File: config.mk
export PLATFORM = sky130hd
export DESIGN_NAME = notch_level_monitor_flat
export DESIGN_NICKNAME = d
export VERILOG_FILES = /design/src/rtl/notch_level_monitor_pkg.sv /design/src/rtl/notch_level_monitor_if.sv /design/src/rtl/notch_level_monitor_level_window_acc.sv /design/src/rtl/notch_level_monitor.sv /design/src/flat_wrapper.sv
export SDC_FILE = /design/constraint.sdc
export NUM_CORES = 1
export LEC_CHECK = 0
export BUFFER_PORTS_ARGS = -buffer_cell sky130_fd_sc_hd__buf_4
export CAP_MARGIN = 25
export CELL_PAD_IN_SITES_DETAIL_PLACEMENT = 0
export CELL_PAD_IN_SITES_GLOBAL_PLACEMENT = 1
export CORE_MARGIN = 2
export CORE_UTILIZATION = 50
export DETAILED_ROUTE_END_ITERATION = 8
export MAX_ROUTING_LAYER = met4
export PLACE_DENSITY_LB_ADDON = 0.15
export REMOVE_ABC_BUFFERS = 1
export SYNTH_ARGS = -nofsm -noshare
export SYNTH_HDL_FRONTEND = slang
export SYNTH_SLANG_ARGS = --single-unit
File: constraint.sdc
create_clock -name clk -period 5.3 [get_ports clk]
set_clock_uncertainty 0.2 [all_clocks]
set_input_delay 0.795 -clock clk [delete_from_list [all_inputs] [get_ports clk]]
set_output_delay 0.795 -clock clk [all_outputs]
set_load 0.02 [all_outputs]
File: src/rtl/notch_level_monitor_pkg.sv
// Shared definitions for the notch level monitor.
//   SAMPLE_W   : width of notch filter samples and of the mean/peak levels
//   state_t    : alarm FSM states
//   abs_sample : magnitude of a signed sample as an unsigned value
package notch_level_monitor_pkg;

    localparam int SAMPLE_W = 14;

    typedef enum logic [1:0] {
        ST_QUIET     = 2'd0,
        ST_ARMING    = 2'd1,
        ST_ALARM     = 2'd2,
        ST_RELEASING = 2'd3
    } state_t;

    // The most negative input maps onto 2^(SAMPLE_W-1), which still fits
    // once the result is read as unsigned.
    function automatic logic [SAMPLE_W-1:0] abs_sample(input logic [SAMPLE_W-1:0] y);
        return y[SAMPLE_W-1] ? (~y + SAMPLE_W'(1)) : y;
    endfunction

endpackage

File: src/rtl/notch_level_monitor_if.sv
// Bus between a sample source / level consumer and the notch level monitor.
//   y_in, in_valid : sample stream (signed). No back-pressure: every cycle
//                    with in_valid high is one sample, consumed that cycle.
//   clr            : synchronous restart of window and alarm FSM
//   mean_out       : mean |y| of last completed window
//   peak_out       : max |y| of last completed window
//   win_valid      : one-cycle pulse when mean_out/peak_out update
//   alarm          : registered alarm flag
//   fsm_state      : current alarm FSM state (observation only)
interface notch_level_monitor_if;
    import notch_level_monitor_pkg::*;

    logic signed [SAMPLE_W-1:0] y_in;
    logic                       in_valid;
    logic                       clr;
    logic        [SAMPLE_W-1:0] mean_out;
    logic        [SAMPLE_W-1:0] peak_out;
    logic                       win_valid;
    logic                       alarm;
    state_t                     fsm_state;

    modport master (
        output y_in, in_valid, clr,
        input  mean_out, peak_out, win_valid, alarm, fsm_state
    );

    modport slave (
        input  y_in, in_valid, clr,
        output mean_out, peak_out, win_valid, alarm, fsm_state
    );

endinterface

File: src/rtl/notch_level_monitor_level_window_acc.sv
// Windowed level measurement: |y| register stage, then accumulate / max /
// count over 2^WIN_LOG2 valid samples.
//   clk, rst_n  : clock, async active-low reset
//   y_i,valid_i : signed sample and its qualifier
//   clr_i       : synchronous restart of the partial window
//   mean_o      : truncated mean |y| of last completed window
//   peak_o      : max |y| of last completed window
//   win_valid_o : pulse in the cycle after mean_o/peak_o load
module level_window_acc
    import notch_level_monitor_pkg::*;
#(
    parameter int WIN_LOG2 = 10
) (
    input  logic                clk,
    input  logic                rst_n,
    input  logic [SAMPLE_W-1:0] y_i,
    input  logic                valid_i,
    input  logic                clr_i,
    output logic [SAMPLE_W-1:0] mean_o,
    output logic [SAMPLE_W-1:0] peak_o,
    output logic                win_valid_o
);

    // Wide enough for 2^WIN_LOG2 samples of 2^(SAMPLE_W-1): cannot overflow.
    localparam int ACC_W = WIN_LOG2 + SAMPLE_W;

    logic [SAMPLE_W-1:0] abs_q;
    logic                vld_q;
    logic [ACC_W-1:0]    acc_q, acc_d;
    logic [SAMPLE_W-1:0] max_q, max_d;
    logic [WIN_LOG2-1:0] cnt_q;
    logic [SAMPLE_W-1:0] mean_q, peak_q;
    logic                win_valid_q;
    logic                wrap;

    // acc_d/max_d include the sample sitting in stage 1 this cycle.
    assign acc_d = acc_q + ACC_W'(abs_q);
    assign max_d = (abs_q > max_q) ? abs_q : max_q;
    assign wrap  = vld_q && (cnt_q == '1);

    always_ff @(posedge clk or negedge rst_n) begin
        if (!rst_n) begin
            abs_q       <= '0;
            vld_q       <= 1'b0;
            acc_q       <= '0;
            max_q       <= '0;
            cnt_q       <= '0;
            mean_q      <= '0;
            peak_q      <= '0;
            win_valid_q <= 1'b0;
        end else begin
            win_valid_q <= 1'b0;
            if (clr_i) begin
                // Drops both the incoming sample and the one in stage 1.
                abs_q <= '0;
                vld_q <= 1'b0;
                acc_q <= '0;
                max_q <= '0;
                cnt_q <= '0;
            end else begin
                abs_q <= abs_sample(y_i);
                vld_q <= valid_i;
                if (vld_q) begin
                    cnt_q <= cnt_q + 1'b1;
                    if (wrap) begin
                        mean_q      <= SAMPLE_W'(acc_d >> WIN_LOG2);
                        peak_q      <= max_d;
                        acc_q       <= '0;
                        max_q       <= '0;
                        win_valid_q <= 1'b1;
                    end else begin
                        acc_q <= acc_d;
                        max_q <= max_d;
                    end
                end
            end
        end
    end

    assign mean_o      = mean_q;
    assign peak_o      = peak_q;
    assign win_valid_o = win_valid_q;

endmodule

File: src/rtl/notch_level_monitor.sv
// Notch filter output level monitor: measures mean and peak |y| per window
// and raises an alarm with hysteresis (THR_ON / THR_OFF) and a debounce of
// HOLD_WIN consecutive qualifying windows in each direction.
//   clk, rst_n : clock, async active-low reset
//   bus        : slave side of notch_level_monitor_if (samples in, levels,
//                window pulse, alarm and FSM state out)
module notch_level_monitor
    import notch_level_monitor_pkg::*;
#(
    parameter int WIN_LOG2 = 10,
    parameter int THR_ON   = 2000,
    parameter int THR_OFF  = 1000,
    parameter int HOLD_WIN = 3
) (
    input  logic                  clk,
    input  logic                  rst_n,
    notch_level_monitor_if.slave  bus
);

    localparam logic [SAMPLE_W-1:0] THR_ON_L  = SAMPLE_W'(THR_ON);
    localparam logic [SAMPLE_W-1:0] THR_OFF_L = SAMPLE_W'(THR_OFF);
    localparam logic [3:0]          HOLD_L    = 4'(HOLD_WIN);
    localparam bit                  HOLD_ONE  = (HOLD_WIN == 1);

    logic [SAMPLE_W-1:0] mean_w, peak_w;
    logic                win_valid_w;
    logic                loud, quiet;

    state_t     state_q;
    logic [3:0] hold_q;
    logic       alarm_q;

    level_window_acc #(
        .WIN_LOG2 (WIN_LOG2)
    ) u_acc (
        .clk         (clk),
        .rst_n       (rst_n),
        .y_i         (bus.y_in),
        .valid_i     (bus.in_valid),
        .clr_i       (bus.clr),
        .mean_o      (mean_w),
        .peak_o      (peak_w),
        .win_valid_o (win_valid_w)
    );

    // mean_w is already the new window's value during the win_valid cycle.
    assign loud  = (mean_w >= THR_ON_L);
    assign quiet = (mean_w <  THR_OFF_L);

    always_ff @(posedge clk or negedge rst_n) begin
        if (!rst_n) begin
            state_q <= ST_QUIET;
            hold_q  <= '0;
            alarm_q <= 1'b0;
        end else if (bus.clr) begin
            state_q <= ST_QUIET;
            hold_q  <= '0;
            alarm_q <= 1'b0;
        end else if (win_valid_w) begin
            case (state_q)
                ST_QUIET: begin
                    if (loud) begin
                        if (HOLD_ONE) begin
                            state_q <= ST_ALARM;
                            hold_q  <= '0;
                            alarm_q <= 1'b1;
                        end else begin
                            state_q <= ST_ARMING;
                            hold_q  <= 4'd1;
                        end
                    end
                end
                ST_ARMING: begin
                    if (loud) begin
                        if (hold_q + 4'd1 == HOLD_L) begin
                            state_q <= ST_ALARM;
                            hold_q  <= '0;
                            alarm_q <= 1'b1;
                        end else begin
                            hold_q <= hold_q + 4'd1;
                        end
                    end else begin
                        state_q <= ST_QUIET;
                        hold_q  <= '0;
                    end
                end
                ST_ALARM: begin
                    if (quiet) begin
                        if (HOLD_ONE) begin
                            state_q <= ST_QUIET;
                            hold_q  <= '0;
                            alarm_q <= 1'b0;
                        end else begin
                            state_q <= ST_RELEASING;
                            hold_q  <= 4'd1;
                        end
                    end
                end
                ST_RELEASING: begin
                    if (quiet) begin
                        if (hold_q + 4'd1 == HOLD_L) begin
                            state_q <= ST_QUIET;
                            hold_q  <= '0;
                            alarm_q <= 1'b0;
                        end else begin
                            hold_q <= hold_q + 4'd1;
                        end
                    end else begin
                        state_q <= ST_ALARM;
                        hold_q  <= '0;
                    end
                end
                default: begin
                    state_q <= ST_QUIET;
                    hold_q  <= '0;
                    alarm_q <= 1'b0;
                end
            endcase
        end
    end

    assign bus.mean_out  = mean_w;
    assign bus.peak_out  = peak_w;
    assign bus.win_valid = win_valid_w;
    assign bus.alarm     = alarm_q;
    assign bus.fsm_state = state_q;

endmodule

File: src/flat_wrapper.sv
// flat-port wrapper written by rule: the top's interface ports become plain ports
module notch_level_monitor_flat import notch_level_monitor_pkg::*;
#(
    parameter int WIN_LOG2 = 10,
    parameter int THR_ON   = 2000,
    parameter int THR_OFF  = 1000,
    parameter int HOLD_WIN = 3
)
  (clk, rst_n, bus_y_in, bus_in_valid, bus_clr, bus_mean_out, bus_peak_out, bus_win_valid, bus_alarm, bus_fsm_state);
  notch_level_monitor_if bus_i ();
  input  logic clk;
  input  logic rst_n;
  input wire logic [$bits(bus_i.y_in)-1:0] bus_y_in;
  input wire logic [$bits(bus_i.in_valid)-1:0] bus_in_valid;
  input wire logic [$bits(bus_i.clr)-1:0] bus_clr;
  output wire logic [$bits(bus_i.mean_out)-1:0] bus_mean_out;
  output wire logic [$bits(bus_i.peak_out)-1:0] bus_peak_out;
  output wire logic [$bits(bus_i.win_valid)-1:0] bus_win_valid;
  output wire logic [$bits(bus_i.alarm)-1:0] bus_alarm;
  output wire logic [$bits(bus_i.fsm_state)-1:0] bus_fsm_state;
  assign bus_i.y_in = bus_y_in;
  assign bus_i.in_valid = bus_in_valid;
  assign bus_i.clr = bus_clr;
  assign bus_mean_out = bus_i.mean_out;
  assign bus_peak_out = bus_i.peak_out;
  assign bus_win_valid = bus_i.win_valid;
  assign bus_alarm = bus_i.alarm;
  assign bus_fsm_state = bus_i.fsm_state;
  notch_level_monitor #(.WIN_LOG2(WIN_LOG2), .THR_ON(THR_ON), .THR_OFF(THR_OFF), .HOLD_WIN(HOLD_WIN)) u_core (.clk(clk), .rst_n(rst_n), .bus(bus_i));
endmodule
==> summary.md <==
| Metric | Value |
|---|---|
| DRC violations left | `0` |
| Uppermost layer routed | `met4` |
| CP max-delay cell | `dfrtp_1` |
| Nets | `663` |
| Synth-to-Final Area Change | `12.10%` |
| Detailed Route Iter0 Violations | `276` |
| Largest net degree at the start of global routing | `67` |
| Outcome | `complete, no violations` |
| Fill cell count | `973` |
| # resized after CTS | `0` |
| Post-synth EDFFs | `0` |
| Ys Warns | `0` |
| Setup Fix Bufs, Post-CTS | `0` |
| Final std cells w/o fill | `756` |
| Max Fclk | `324.4 MHz` |
| Mapped Area | `0.005543 sq mm` |
| Critical path's top delay family | `compound AO/OA/AOI/OAI gates` |
| Initial antenna violation count | `0` |
| TritonCTS Buffers | `9` |
| CP arrival | `3.13 ns` |
| Num rows | `38` |
| Grt ovf | `0` |
| Crit-path cells | `ha_1 -> fa_1 -> a21o_1 -> a221o_2 -> a221oi_4 -> o311ai_4 -> nor2b_4 -> xnor2_1 -> o21ai_1` |
| Post-Place Worst Slack | `2.123 ns` |
| First-pass GRT wire length | `20.14 mm` |
| Req. time, crit path | `5.34 ns` |
| Gpl congestion | `0.8767` |
| H-tree depth | `3` |
| Worst setup margin | `2.217 ns` |
| TritonCTS clock tree | `done` |
| Cells after synthesis | `572` |
| # IOs | `50` |
| Ant. Diodes | `0` |
| IR drop worst, VDD | `0.0001801 V` |
| Crit share post-route | `0.5817` |
| CP Capture Type | `flip-flop` |
| WL final | `11.87 mm` |
| Pre-antenna DRT Iters | `4` |
| P_leak | `3.009 nW` |
| Overall Global Routing Usage | `0.2247` |
| Met3 WL post-DR | `395 microns` |
| Post-route antenna net violation count | `0` |
| Fin. max-slew vios | `0` |
| Met2 wire len | `5.615 mm` |
| IO buf count | `49` |
| Hold-fix buffer count after cts | `0` |
| Worst path buffer plus inverter count | `0` |
| Vias | `4247` |
| Setup TNS | `0 ns` |
| Crit path kind | `reg2reg` |
| Root buffer cell | `clkbuf_8` |
| Final hold violation count | `0` |
| Number of max-cap violations | `0` |
| Placed Instances | `741` |
| Worst setup SP type | `flip-flop` |
| Routed length per instance | `15.70 microns` |
| Clk sinks | `99` |
| RSZ-0062 raised after global routing | `no` |
| Ys async rst share | `1.000` |
| Worst Path Max Fanout | `4` |
| Deepest clock path buffer count | `2` |
| M1 wire length | `5.695 mm` |
| Post-route cell area | `0.006213 sq mm` |
| Syn avg cell area | `9.690 sq um` |
| DR vias/cell | `5.618` |
| Fin crit period | `3.083 ns` |
| Worst hold path class | `reg2reg` |
| Finished Core Util | `0.5732` |
| Share of layout cells above drive strength 1 | `0.1315` |
| Final setup vio count | `0` |
| Ys flop type | `dfrtp_1` |
| Vias in the first global route | `4095` |
| Worst slew pin tran | `0.9973 ns` |
| DP Area | `0.006020 sq mm` |
| Sequential area share after synthesis | `0.4470` |
| Post-synth cell types | `60` |
| Post-DP HPWL | `8.681 mm` |
| Tot Pwr | `1.489 mW` |
| Slew Limit Headroom | `0.3344` |
| Worst Hold Margin | `0.2793 ns` |
| Core area | `0.01084 sq mm` |
| Die area | `0.01194 sq mm` |
| Die H | `109.3 microns` |
| Starting density of the core | `0.5113` |
| Pwr dens | `239.6 mW/mm^2` |
| Width of the die | `109.3 microns` |
| Worst-path clk slew | `0.09 ns` |
| Flops & latches, synth | `99` |
| Max incr delay on CP | `0.43 ns` |
| Worst-skew pair later-pin latency | `0.38 ns` |
tightest hold or removal path: cells and delay by family, from the launching register on:
kind | cells | cell delay, ns
flops | 1 | 0.35
simple gates | 2 | 0.10
cells in the mapped netlist, types with 19 or more instances:
| library cell | instances | area, sq um |
|---|---|---|
| clkbuf_1 | 19 | 71.32 |
| nor2_1 | 40 | 150.1 |
| inv_1 | 29 | 108.9 |
| o21ai_0 | 23 | 115.1 |
| nand2_1 | 64 | 240.2 |
| a21oi_1 | 23 | 115.1 |
| xnor2_1 | 19 | 166.4 |
| xor2_1 | 22 | 192.7 |
| ha_1 | 32 | 400.4 |
| o21ai_1 | 35 | 175.2 |
| dfrtp_1 | 99 | 2477 |
| a22o_1 | 20 | 175.2 |
final cells by class:
| class | count | area, sq um | area share |
|---|---|---|---|
| multi-input combinational | 420 | 2860 | 0.4603 |
| sequential | 99 | 2477 | 0.3987 |
| timing repair buffer | 53 | 397.9 | 0.06404 |
| tap | 140 | 175.2 | 0.02819 |
| clock buffer | 13 | 158.9 | 0.02557 |
| inverter | 29 | 108.9 | 0.01752 |
| clock inverter | 2 | 35.03 | 0.005638 |
sequential cells by signal, summed over array words and instances (netlist names):
name                      count
u_core.bus.fsm_state          2
u_core.u_acc.acc_q           24
u_core.u_acc.abs_q           14
u_core.bus.alarm              1
u_core.hold_q                 4
u_core.u_acc.max_q           14
u_core.u_acc.mean_o          14
u_core.u_acc.vld_q            1
u_core.u_acc.win_valid_o      1
u_core.u_acc.cnt_q           10
u_core.u_acc.peak_o          14
cells by family (layout without fill, tap and decap cells):
family	count (synthesis)	after routing	synth area share
buf+inv	53	97	0.03792
xor+xnor	41	41	0.06478
compound gates	150	150	0.1844
fa+ha+maj	33	33	0.07585
simple gates	177	177	0.1555
flops	99	99	0.4470
mux	19	19	0.03454
layout by cell type (no fill, tap or decap), types with 6 or more instances in the layout:
cell / synthesis / final
a21oi_1: 23 / 23
or3_1: 9 / 9
ha_1: 32 / 32
inv_1: 29 / 29
nor3_1: 8 / 7
a22o_1: 20 / 20
xor2_1: 22 / 22
xnor2_1: 19 / 19
o21ai_1: 35 / 35
buf_4: 0 / 53
dfrtp_1: 99 / 99
and4_1: 6 / 6
nand2_1: 64 / 64
o21ai_0: 23 / 23
mux2i_1: 18 / 18
a21o_1: 16 / 16
nand4_1: 14 / 14
nand3_1: 8 / 8
clkbuf_8: 0 / 11
nor2_1: 40 / 40
routing by layer:
metal	vias to the layer above	global-route usage
met5	-	-
met4	0	0.07776
met3	11	0.03142
met2	67	0.3487
met1	2068	0.3048
li1	2101	-
path summary, 6_finish.rpt:
| kind | start | cells past startpoint | slack (ns) | to |
|---|---|---|---|---|
| worst max-delay path | u_core.u_acc.abs_q[0]$_DFF_PN0_ | 9 | 2.22 | u_core.u_acc.mean_o[10]$_DFFE_PN0P_ |
| max in group asynchronous | rst_n | 2 | 3.66 | u_core.u_acc.mean_o[8]$_DFFE_PN0P_ |
| worst min register to register | u_core.u_acc.mean_o[1]$_DFFE_PN0P_ | 2 | 0.28 | u_core.u_acc.mean_o[1]$_DFFE_PN0P_ |
| worst max register to register | u_core.u_acc.abs_q[0]$_DFF_PN0_ | 9 | 2.22 | u_core.u_acc.mean_o[10]$_DFFE_PN0P_ |
| worst min-delay path | u_core.u_acc.mean_o[1]$_DFFE_PN0P_ | 2 | 0.28 | u_core.u_acc.mean_o[1]$_DFFE_PN0P_ |
| min in group asynchronous | rst_n | 1 | 0.29 | u_core.u_acc.peak_o[7]$_DFFE_PN0P_ |
power by group:
| group | leakage (nW) | switching [mW] | internal [mW] | total, mW |
|---|---|---|---|---|
| Sequential | 1.36 | 0.0199 | 0.772 | 0.792 |
| Combinational | 1.55 | 0.122 | 0.0849 | 0.206 |
| Clock | 0.0995 | 0.249 | 0.241 | 0.490 |
| Total | 3.01 | 0.390 | 1.10 | 1.49 |
Power figures use the tool's default switching activity.
